===== config.mk =====
export PLATFORM = sky130hd
export DESIGN_NAME = seg7_frame_decoder
export DESIGN_NICKNAME = d
export VERILOG_FILES = /design/src/rtl/seg7_frame_decoder.sv
export SDC_FILE = /design/constraint.sdc
export NUM_CORES = 1
export LEC_CHECK = 0
export ABC_AREA = 1
export CORE_UTILIZATION = 35
export CTS_BUF_LIST = sky130_fd_sc_hd__clkbuf_4 sky130_fd_sc_hd__clkbuf_8 sky130_fd_sc_hd__clkbuf_16
export DETAILED_ROUTE_END_ITERATION = 6
export HOLD_SLACK_MARGIN = 0.06
export MAX_ROUTING_LAYER = met4
export PLACE_DENSITY = 0.66
export SYNTH_ARGS = -nofsm -noshare
export SYNTH_HDL_FRONTEND = slang
export SYNTH_SLANG_ARGS = --single-unit
export TNS_END_PERCENT = 20

===== constraint.sdc =====
create_clock -name CLOCK_50 -period 5.4 [get_ports CLOCK_50]
set_input_delay 1.08 -clock CLOCK_50 [delete_from_list [all_inputs] [get_ports CLOCK_50]]
set_output_delay 1.08 -clock CLOCK_50 [all_outputs]
set_load 0.02 [all_outputs]

===== src/rtl/seg7_frame_decoder.sv =====
// Recovers a two-digit hex value from a pair of active-low seven-segment buses.
// A value is accepted only after STABLE_TICKS consecutive identical legal samples.
module seg7_frame_decoder #(
  parameter int unsigned STABLE_TICKS = 3
) (
  input  logic       CLOCK_50,
  input  logic       resetn,
  input  logic       tick,
  input  logic [6:0] HEX0_IN,
  input  logic [6:0] HEX1_IN,
  input  logic       clear_error,
  output logic [7:0] value,
  output logic [1:0] blank,
  output logic       valid,
  output logic       changed,
  output logic       seg_error,
  output logic [1:0] state
);

  localparam logic [1:0] ST_EMPTY  = 2'd0;
  localparam logic [1:0] ST_SETTLE = 2'd1;
  localparam logic [1:0] ST_LOCKED = 2'd2;
  localparam logic [3:0] STABLE_C  = 4'(STABLE_TICKS);

  // Returns {legal, blank, nibble}; illegal patterns decode to all zeros.
  function automatic logic [5:0] seg_decode(input logic [6:0] seg);
    case (seg)
      7'h40:   seg_decode = 6'b10_0000;
      7'h79:   seg_decode = 6'b10_0001;
      7'h24:   seg_decode = 6'b10_0010;
      7'h30:   seg_decode = 6'b10_0011;
      7'h19:   seg_decode = 6'b10_0100;
      7'h12:   seg_decode = 6'b10_0101;
      7'h02:   seg_decode = 6'b10_0110;
      7'h78:   seg_decode = 6'b10_0111;
      7'h00:   seg_decode = 6'b10_1000;
      7'h18:   seg_decode = 6'b10_1001;
      7'h08:   seg_decode = 6'b10_1010;
      7'h03:   seg_decode = 6'b10_1011;
      7'h46:   seg_decode = 6'b10_1100;
      7'h21:   seg_decode = 6'b10_1101;
      7'h06:   seg_decode = 6'b10_1110;
      7'h0E:   seg_decode = 6'b10_1111;
      7'h7F:   seg_decode = 6'b11_0000;
      default: seg_decode = 6'b00_0000;
    endcase
  endfunction

  logic [5:0]  dec0_s;
  logic [5:0]  dec1_s;
  logic [13:0] sample_s;
  logic        legal_tick_s;
  logic        illegal_tick_s;
  logic        same_s;
  logic [3:0]  run_next_s;
  logic        accept_s;
  logic [7:0]  new_value_s;
  logic [1:0]  new_blank_s;

  logic [13:0] held_r;
  logic        held_ok_r;
  logic [3:0]  run_r;
  logic [1:0]  state_r;
  logic [1:0]  state_next_s;

  logic [7:0]  value_r;
  logic [1:0]  blank_r;
  logic        valid_r;
  logic        changed_r;
  logic        seg_error_r;
  logic [7:0]  value_next_s;
  logic [1:0]  blank_next_s;
  logic        valid_next_s;
  logic        changed_next_s;
  logic        seg_error_next_s;

  // Sample classification, run-length bookkeeping and acceptance detection.
  always_comb begin
    dec0_s         = seg_decode(HEX0_IN);
    dec1_s         = seg_decode(HEX1_IN);
    sample_s       = {HEX1_IN, HEX0_IN};
    legal_tick_s   = tick & dec0_s[5] & dec1_s[5];
    illegal_tick_s = tick & ~(dec0_s[5] & dec1_s[5]);
    same_s         = held_ok_r & (sample_s == held_r);
    new_value_s    = {dec1_s[3:0], dec0_s[3:0]};
    new_blank_s    = {dec1_s[4], dec0_s[4]};
    if (same_s) begin
      run_next_s = (run_r == 4'd15) ? run_r : run_r + 4'd1;
    end else begin
      run_next_s = 4'd1;
    end
    // A saturated run that already equals the threshold must not re-accept.
    accept_s = legal_tick_s & (run_next_s == STABLE_C) & ~(same_s & (run_r == STABLE_C));
  end

  // Held sample and run counter; an illegal tick invalidates the held sample.
  always_ff @(posedge CLOCK_50) begin
    if (!resetn) begin
      held_r    <= 14'h0000;
      held_ok_r <= 1'b0;
      run_r     <= 4'd0;
    end else if (legal_tick_s) begin
      held_r    <= sample_s;
      held_ok_r <= 1'b1;
      run_r     <= run_next_s;
    end else if (illegal_tick_s) begin
      held_r    <= 14'h0000;
      held_ok_r <= 1'b0;
      run_r     <= 4'd0;
    end else begin
      held_r    <= held_r;
      held_ok_r <= held_ok_r;
      run_r     <= run_r;
    end
  end

  // FSM state register.
  always_ff @(posedge CLOCK_50) begin
    if (!resetn) begin
      state_r <= ST_EMPTY;
    end else begin
      state_r <= state_next_s;
    end
  end

  // FSM next-state logic.
  always_comb begin
    state_next_s = state_r;
    if (illegal_tick_s) begin
      state_next_s = (state_r == ST_EMPTY) ? ST_EMPTY : ST_SETTLE;
    end else if (accept_s) begin
      state_next_s = ST_LOCKED;
    end else if (legal_tick_s) begin
      case (state_r)
        ST_EMPTY:  state_next_s = ST_SETTLE;
        ST_SETTLE: state_next_s = ST_SETTLE;
        ST_LOCKED: state_next_s = same_s ? ST_LOCKED : ST_SETTLE;
        default:   state_next_s = ST_EMPTY;
      endcase
    end else begin
      state_next_s = state_r;
    end
  end

  // FSM output logic: next values of the registered result outputs.
  always_comb begin
    value_next_s     = value_r;
    blank_next_s     = blank_r;
    valid_next_s     = valid_r;
    changed_next_s   = 1'b0;
    seg_error_next_s = seg_error_r;
    if (accept_s) begin
      value_next_s   = new_value_s;
      blank_next_s   = new_blank_s;
      valid_next_s   = 1'b1;
      changed_next_s = ~valid_r | ({new_blank_s, new_value_s} != {blank_r, value_r});
    end else begin
      changed_next_s = 1'b0;
    end
    if (illegal_tick_s) begin
      seg_error_next_s = 1'b1;
    end else if (clear_error) begin
      seg_error_next_s = 1'b0;
    end else begin
      seg_error_next_s = seg_error_r;
    end
  end

  // Registered result outputs.
  always_ff @(posedge CLOCK_50) begin
    if (!resetn) begin
      value_r     <= 8'h00;
      blank_r     <= 2'b00;
      valid_r     <= 1'b0;
      changed_r   <= 1'b0;
      seg_error_r <= 1'b0;
    end else begin
      value_r     <= value_next_s;
      blank_r     <= blank_next_s;
      valid_r     <= valid_next_s;
      changed_r   <= changed_next_s;
      seg_error_r <= seg_error_next_s;
    end
  end

  assign value     = value_r;
  assign blank     = blank_r;
  assign valid     = valid_r;
  assign changed   = changed_r;
  assign seg_error = seg_error_r;
  assign state     = state_r;

endmodule

# --- Yosys cells after proc, flatten, opt, wreduce, memory -nomap -nowiden ---
# Index checks and enable logic that the tools add are counted.
op_classes:
  n_addsub: 1
  eq_ne: 39
  mux: 18
  bitwise: 12
  reduce_logical: 8
op_table:
  columns: ["cell", "n"]
  rows:
  - ["$pmux W6 S17", 2]
  - ["$eq A7 B7 Y1 const B", 10]
  - ["$eq A7 B5 Y1 const B", 6]
  - ["$eq A7 B6 Y1 const B", 6]
  - ["$eq A7 B2 Y1 const B", 4]
  - ["$eq A7 B4 Y1 const B", 4]
  - ["$mux W14", 2]
  - ["$mux W4", 4]
  - ["$eq A14 B14 Y1", 1]
  - ["$eq A7 B3 Y1 const B", 2]
  - ["$logic_not A7 Y1", 2]
  - ["$ne A10 B10 Y1", 1]
  - ["$and A1 B1 Y1", 8]
  - ["$eq A4 B2 Y1 const B", 2]
  - ["$mux W2", 4]
  - ["$mux W1", 5]
  - ["$add A4 B1 Y4 const B", 1]
  - ["$eq A4 B4 Y1 const B", 1]
  - ["$pmux W2 S2", 1]
  - ["$reduce_bool A2 Y1", 2]
  - ["$not A1 Y1", 3]
  - ["$reduce_bool A3 Y1", 1]
  - ["$eq A2 B1 Y1 const B", 1]
  - ["$eq A2 B2 Y1 const B", 1]
  - ["other kinds (4)", 4]
word_totals:
  reg_bits: 34
  input_bits: 18
  out_inout_bits: 15
  elab_cells: 87

# --- Longest topological paths before layout ---
logic_depth:
  word_depth: 8
  depth_mapped: 16
  depth_no_buf: 14

# --- Worst setup path before layout ---
# No wires, ideal clock.
synth_timing:
  path_type: "input port to flip-flop"
  start: "in HEX0_IN[4]"
  end: "reg value_r[2], in the netlist value[2]"
  setup_ns: 0.113
  t_arrival_ns: 2.372
  required_ns: 5.287
  setup_slack_ns: 2.915
  stages: 14
  n_path_buf: 2
  cell_sequence: "buf_2 -> nor2_2 -> nand2_2 -> nor2_2 -> nor2_1 -> nand2_1 -> nor2_1 -> nand2_2 -> nand2_4 -> nor2_8 -> buf_4 -> nand3b_1 -> nand2_1 -> nor2_1"
synth_between:
  elab_chain_cells: 6
  elab_cells_between_ends: 28
  classes_between: "eq/ne: 18; mux: 2; bitwise: 7; reduce/logical: 1"
synth_lines:
  columns: ["element", "line_no", "text"]
  rows:
  - ["start: declaration", "9", "input logic [6:0] HEX0_IN,"]
  - ["$eq A7 B7 Y1 (tied with other cells)", "27", "case (seg)"]
  - ["$pmux W6 S17 or $and A1 B1 Y1 (tied branches)", "27, 84", null]
  - ["$and A1 B1 Y1 or $mux W4 (tied branches)", "82, 87", null]
  - ["$and A1 B1 Y1 or $eq A4 B2 Y1 (tied branches)", "82, 93", null]
  - ["$and A1 B1 Y1 (2 in a row)", "93", "accept_s = legal_tick_s & (run_next_s == STABLE_C) & ~(same_s & (run_r == STABLE_C));"]
  - ["end signal: assignment", "178", "value_r <= value_next_s;"]
  - ["end: declaration", "66", "logic [7:0] value_r;"]
# Parallel ways exist; a longest one is shown, timed or not.
# A chain may end at the register's enable or synchronous reset.

# --- Worst setup path after layout ---
layout_timing:
  start: "in HEX0_IN[4]"
  end: "reg blank_r[1], in the netlist blank[1]"
layout_between:
  elab_chain_cells: 6
  elab_cells_between_ends: 28
  classes_between: "eq/ne: 18; mux: 2; bitwise: 7; reduce/logical: 1"
layout_lines:
  columns: ["element", "line_no", "text"]
  rows:
  - ["$eq A7 B7 Y1 (tied with other cells)", "27", null]
  - ["$pmux W6 S17 or $and A1 B1 Y1 (tied branches)", "27, 84", null]
  - ["$and A1 B1 Y1 or $mux W4 (tied branches)", "82, 87", null]
  - ["$and A1 B1 Y1 or $eq A4 B2 Y1 (tied branches)", "82, 93", null]
  - ["$and A1 B1 Y1", "93", null]
  - ["$and A1 B1 Y1 *", "93", null]
  - ["end signal: assignment", "179", "blank_r <= blank_next_s;"]
  - ["end: declaration", "67", "logic [1:0] blank_r;"]
# Every way passes the cells marked *; elsewhere a longest branch is shown, timed or not.

==> summary.md <==
| Metric | Value |
|---|---|
| Outcome | `finished clean` |
| Crit path kind | `primary input to flip-flop` |
| CORE AREA | `7253 um2` |
| Final wirelength | `6701 um` |
| Synthesis Warnings | `0` |
| Clk network pwr share | `39.9%` |
| Port Buffers | `32` |
| Final min period | `3.336 ns` |
| Post-CTS sizing | `0` |
| Top-area cell type share of the netlist area | `26.22%` |
| Arr. time, crit path | `3.52 ns` |
| Fmax | `0.2997 GHz` |
| Max cap viols | `0` |
| CTS root buf | `clkbuf_8` |
| Post-Syn Instances | `484` |
| Syn_area_per_cell | `5.413 um2` |
| Dpl cell area | `2999 um2` |
| Critical path required time | `5.58 ns` |
| Slew HR | `50.05%` |
| Sequential share of power | `45.2%` |
| Worst vdd ir | `0.00008260 V` |
| Synth area leaders | `nand2_1 26%, dfxtp_1 26%, nor2_1 12%, inv_1 8.9%, a21oi_1 5.3%` |
| CTS Hold Buffers Added | `0` |
| GRT overflow | `0` |
| # DRC | `0` |
| Register Area | `680.7 um2` |
| Path category of the worst min-delay check | `flip-flop to flip-flop` |
| Width of the die | `88.52 um` |
| Global-route wire length before repair | `11210 um` |
| Crit end category | `flip-flop` |
| RSZ-0062 raised after global routing | `false` |
| Switching power | `0.1507 mW` |
| Die area | `7836 um2` |
| First-pass DRT Iterations | `4` |
| Final cycle utilization of the critical path | `61.79%` |
| Clock Tree Buf Depth | `2` |
| Startpoint Class | `primary input` |
| Worst-path maximum fanout | `23` |
| TritonCTS clock tree | `built` |
| Routability cong. | `0.9523` |
| Post-route setup slack | `2.064 ns` |
| Multi-input logic area | `1627 um2` |
| Total negative setup slack | `0 ns` |
| Layout fillers | `789` |
| # IOs | `33` |
| Diodes inserted | `0` |
| Tot Pwr | `0.5623 mW` |
| Internal | `0.4116 mW` |
| Leak | `1.518 nW` |
| Post-CTS Setup Inserts | `0` |
| Util after Layout | `42.87%` |
| Routed vias | `2777` |
| Antenna-violating nets left | `0` |
| Later-pin clock latency in the skew report | `0.29 ns` |
| Post-Syn Nets | `503` |
| DR WL/cell | `10.97 um` |
| All-Layer GR Usage | `19.16%` |
| CTS clk-pin slew, worst paths | `0.07 ns` |
| Mapped cell area | `2620 um2` |
| Vias per inst | `4.545` |
| Cell taking the most area after synthesis | `nand2_1` |
| Final Setup Violations | `0` |
| Fin. Hold Viols | `0` |
| First DRT Iteration DRCs | `140` |
| Initial antenna violation count | `0` |
| CTS Sinks | `34` |
| Final Cell Area | `3109 um2` |
| Worst-Margin Slew | `0.7484 ns` |
| Comb pwr share | `14.9%` |
| Sw frac | `26.80%` |
| Cell variety after synth | `28` |
| Pin count of the biggest net entering global routing | `24` |
| CTS Buf Count | `5` |
| Final Max Tran Viols | `0` |
| Dpl hpwl | `5232 um` |
| H-tree depth | `2` |
| Pwr Density | `180.9 nW/um2` |
| Die Span Y | `88.52 um` |
| Row count | `31` |
| Number of global-route vias before repair | `2507` |
| Initial Utilization | `36.12%` |
| Layout area overhead | `18.67%` |
| Nets | `530` |
| Worst-case clock skew | `0.003798 ns` |
| Share of layout cells above drive strength 1 | `4.883%` |
| Seq/Total Area, Yosys | `25.98%` |
| Yosys reg bits | `34` |
| Setup WS pre-CTS | `1.735 ns` |
## worst paths after layout
check	start	to	slack, ns	depth (start not counted)
hold / removal	valid$_SDFFE_PN0P_	valid$_SDFFE_PN0P_	0.47	2
setup reg to reg	run_r[0]$_SDFFE_PN0P_	blank[1]$_SDFFE_PN0P_	3.47	10
setup / recovery	HEX0_IN[4]	blank[1]$_SDFFE_PN0P_	2.06	12
hold reg to reg	valid$_SDFFE_PN0P_	valid$_SDFFE_PN0P_	0.47	2
## placed cells by master, fill, tap and decap left out
master           count
a21boi_1             1
a21oi_1             28
and3_1               1
clkbuf_8             8
clkdlybuf4s50_1     32
clkinv_1             1
dfxtp_1             34
ha_1                 1
inv_1               62
inv_2                3
nand2_1            183
nand2_2              2
nand2_4              2
nand3_1             28
nand3b_1             2
nand4_1              3
nor2_1              82
nor2_2               9
nor2_8               1
nor3_1               4
nor3b_1              2
o21ai_0             14
o21ai_1              1
xnor2_1              6
xor2_1               2
## flip-flops by register name, summed over array words and instances (netlist names)
signal	count
valid	1
run_r	4
changed	1
state	2
seg_error	1
value	8
blank	2
held_r	14
held_ok_r	1
## cell families (layout without fill, tap and decap cells)
family          Yosys count  count (layout)  share of synthesized area [%]
flops                    34              34                          25.98
buf+inv                  78             106                          11.94
simple gates            319             319                          50.43
xor+xnor                  8               8                          2.674
fa+ha+maj                 1               1                         0.4775
compound gates           44              44                          8.500
## stage by stage
step / hold slack [ns] / std cells
after floorplan: 0.4579 / 484
after global placement: 0.4576 / 603
after detailed placement: 0.4657 / 603
after CTS: 0.4757 / 611
after global routing: 0.4960 / 611
final: 0.4708 / 611
## critical path, cell delays in order
cell and delay (ns):
clkdlybuf4s50_1 0.66, nand2_1 0.12, nor2_1 0.21, nand3_1 0.21, nand3_1 0.14, nor2_1 0.06, nand2_2 0.10, nand2_4 0.10
nor2_8 0.29, nand3_1 0.30, nor2_1 0.17, nor2_1 0.06
## cell type report
cell class	count	share of cell area, %
Tap cell	99	3.984
Multi-Input combinational cell	372	52.31
Sequential cell	34	21.89
Clock buffer	8	3.541
Timing Repair Buffer	32	10.30
Inverter	66	7.968
## power by group through the flow
stage	Combinational (mW)	Clock, mW	Sequential (mW)
2_1_floorplan	0.0515	0	0.261
3_3_place_gp	0.0836	0	0.260
3_5_place_dp	0.0835	0	0.260
4_1_cts	0.0839	0.229	0.254
5_1_grt	0.0940	0.239	0.254
6_report	0.0840	0.224	0.254
## synth_stat cells, drive strengths merged
cell type and n:
clkbuf 6, buf 6, nand2 187, nor3b 2, xor2 2, o21ai 15, ha 1, nand4 3
nor2 92, xnor2 6, nand3b 2, inv 65, a21boi 1, a21oi 28, clkinv 1, nand3 28
nor3 4, and3 1, dfxtp 34
## layer usage
layer	GRT usage, %	part of all wire, %	vias to the layer above
li1	-	-	1526
met1	24.48	49	1181
met2	30.84	45	59
met3	2.519	3.6	11
met4	7.038	1.9	0
met5	-	0	-
Power figures use the tool's default switching activity.
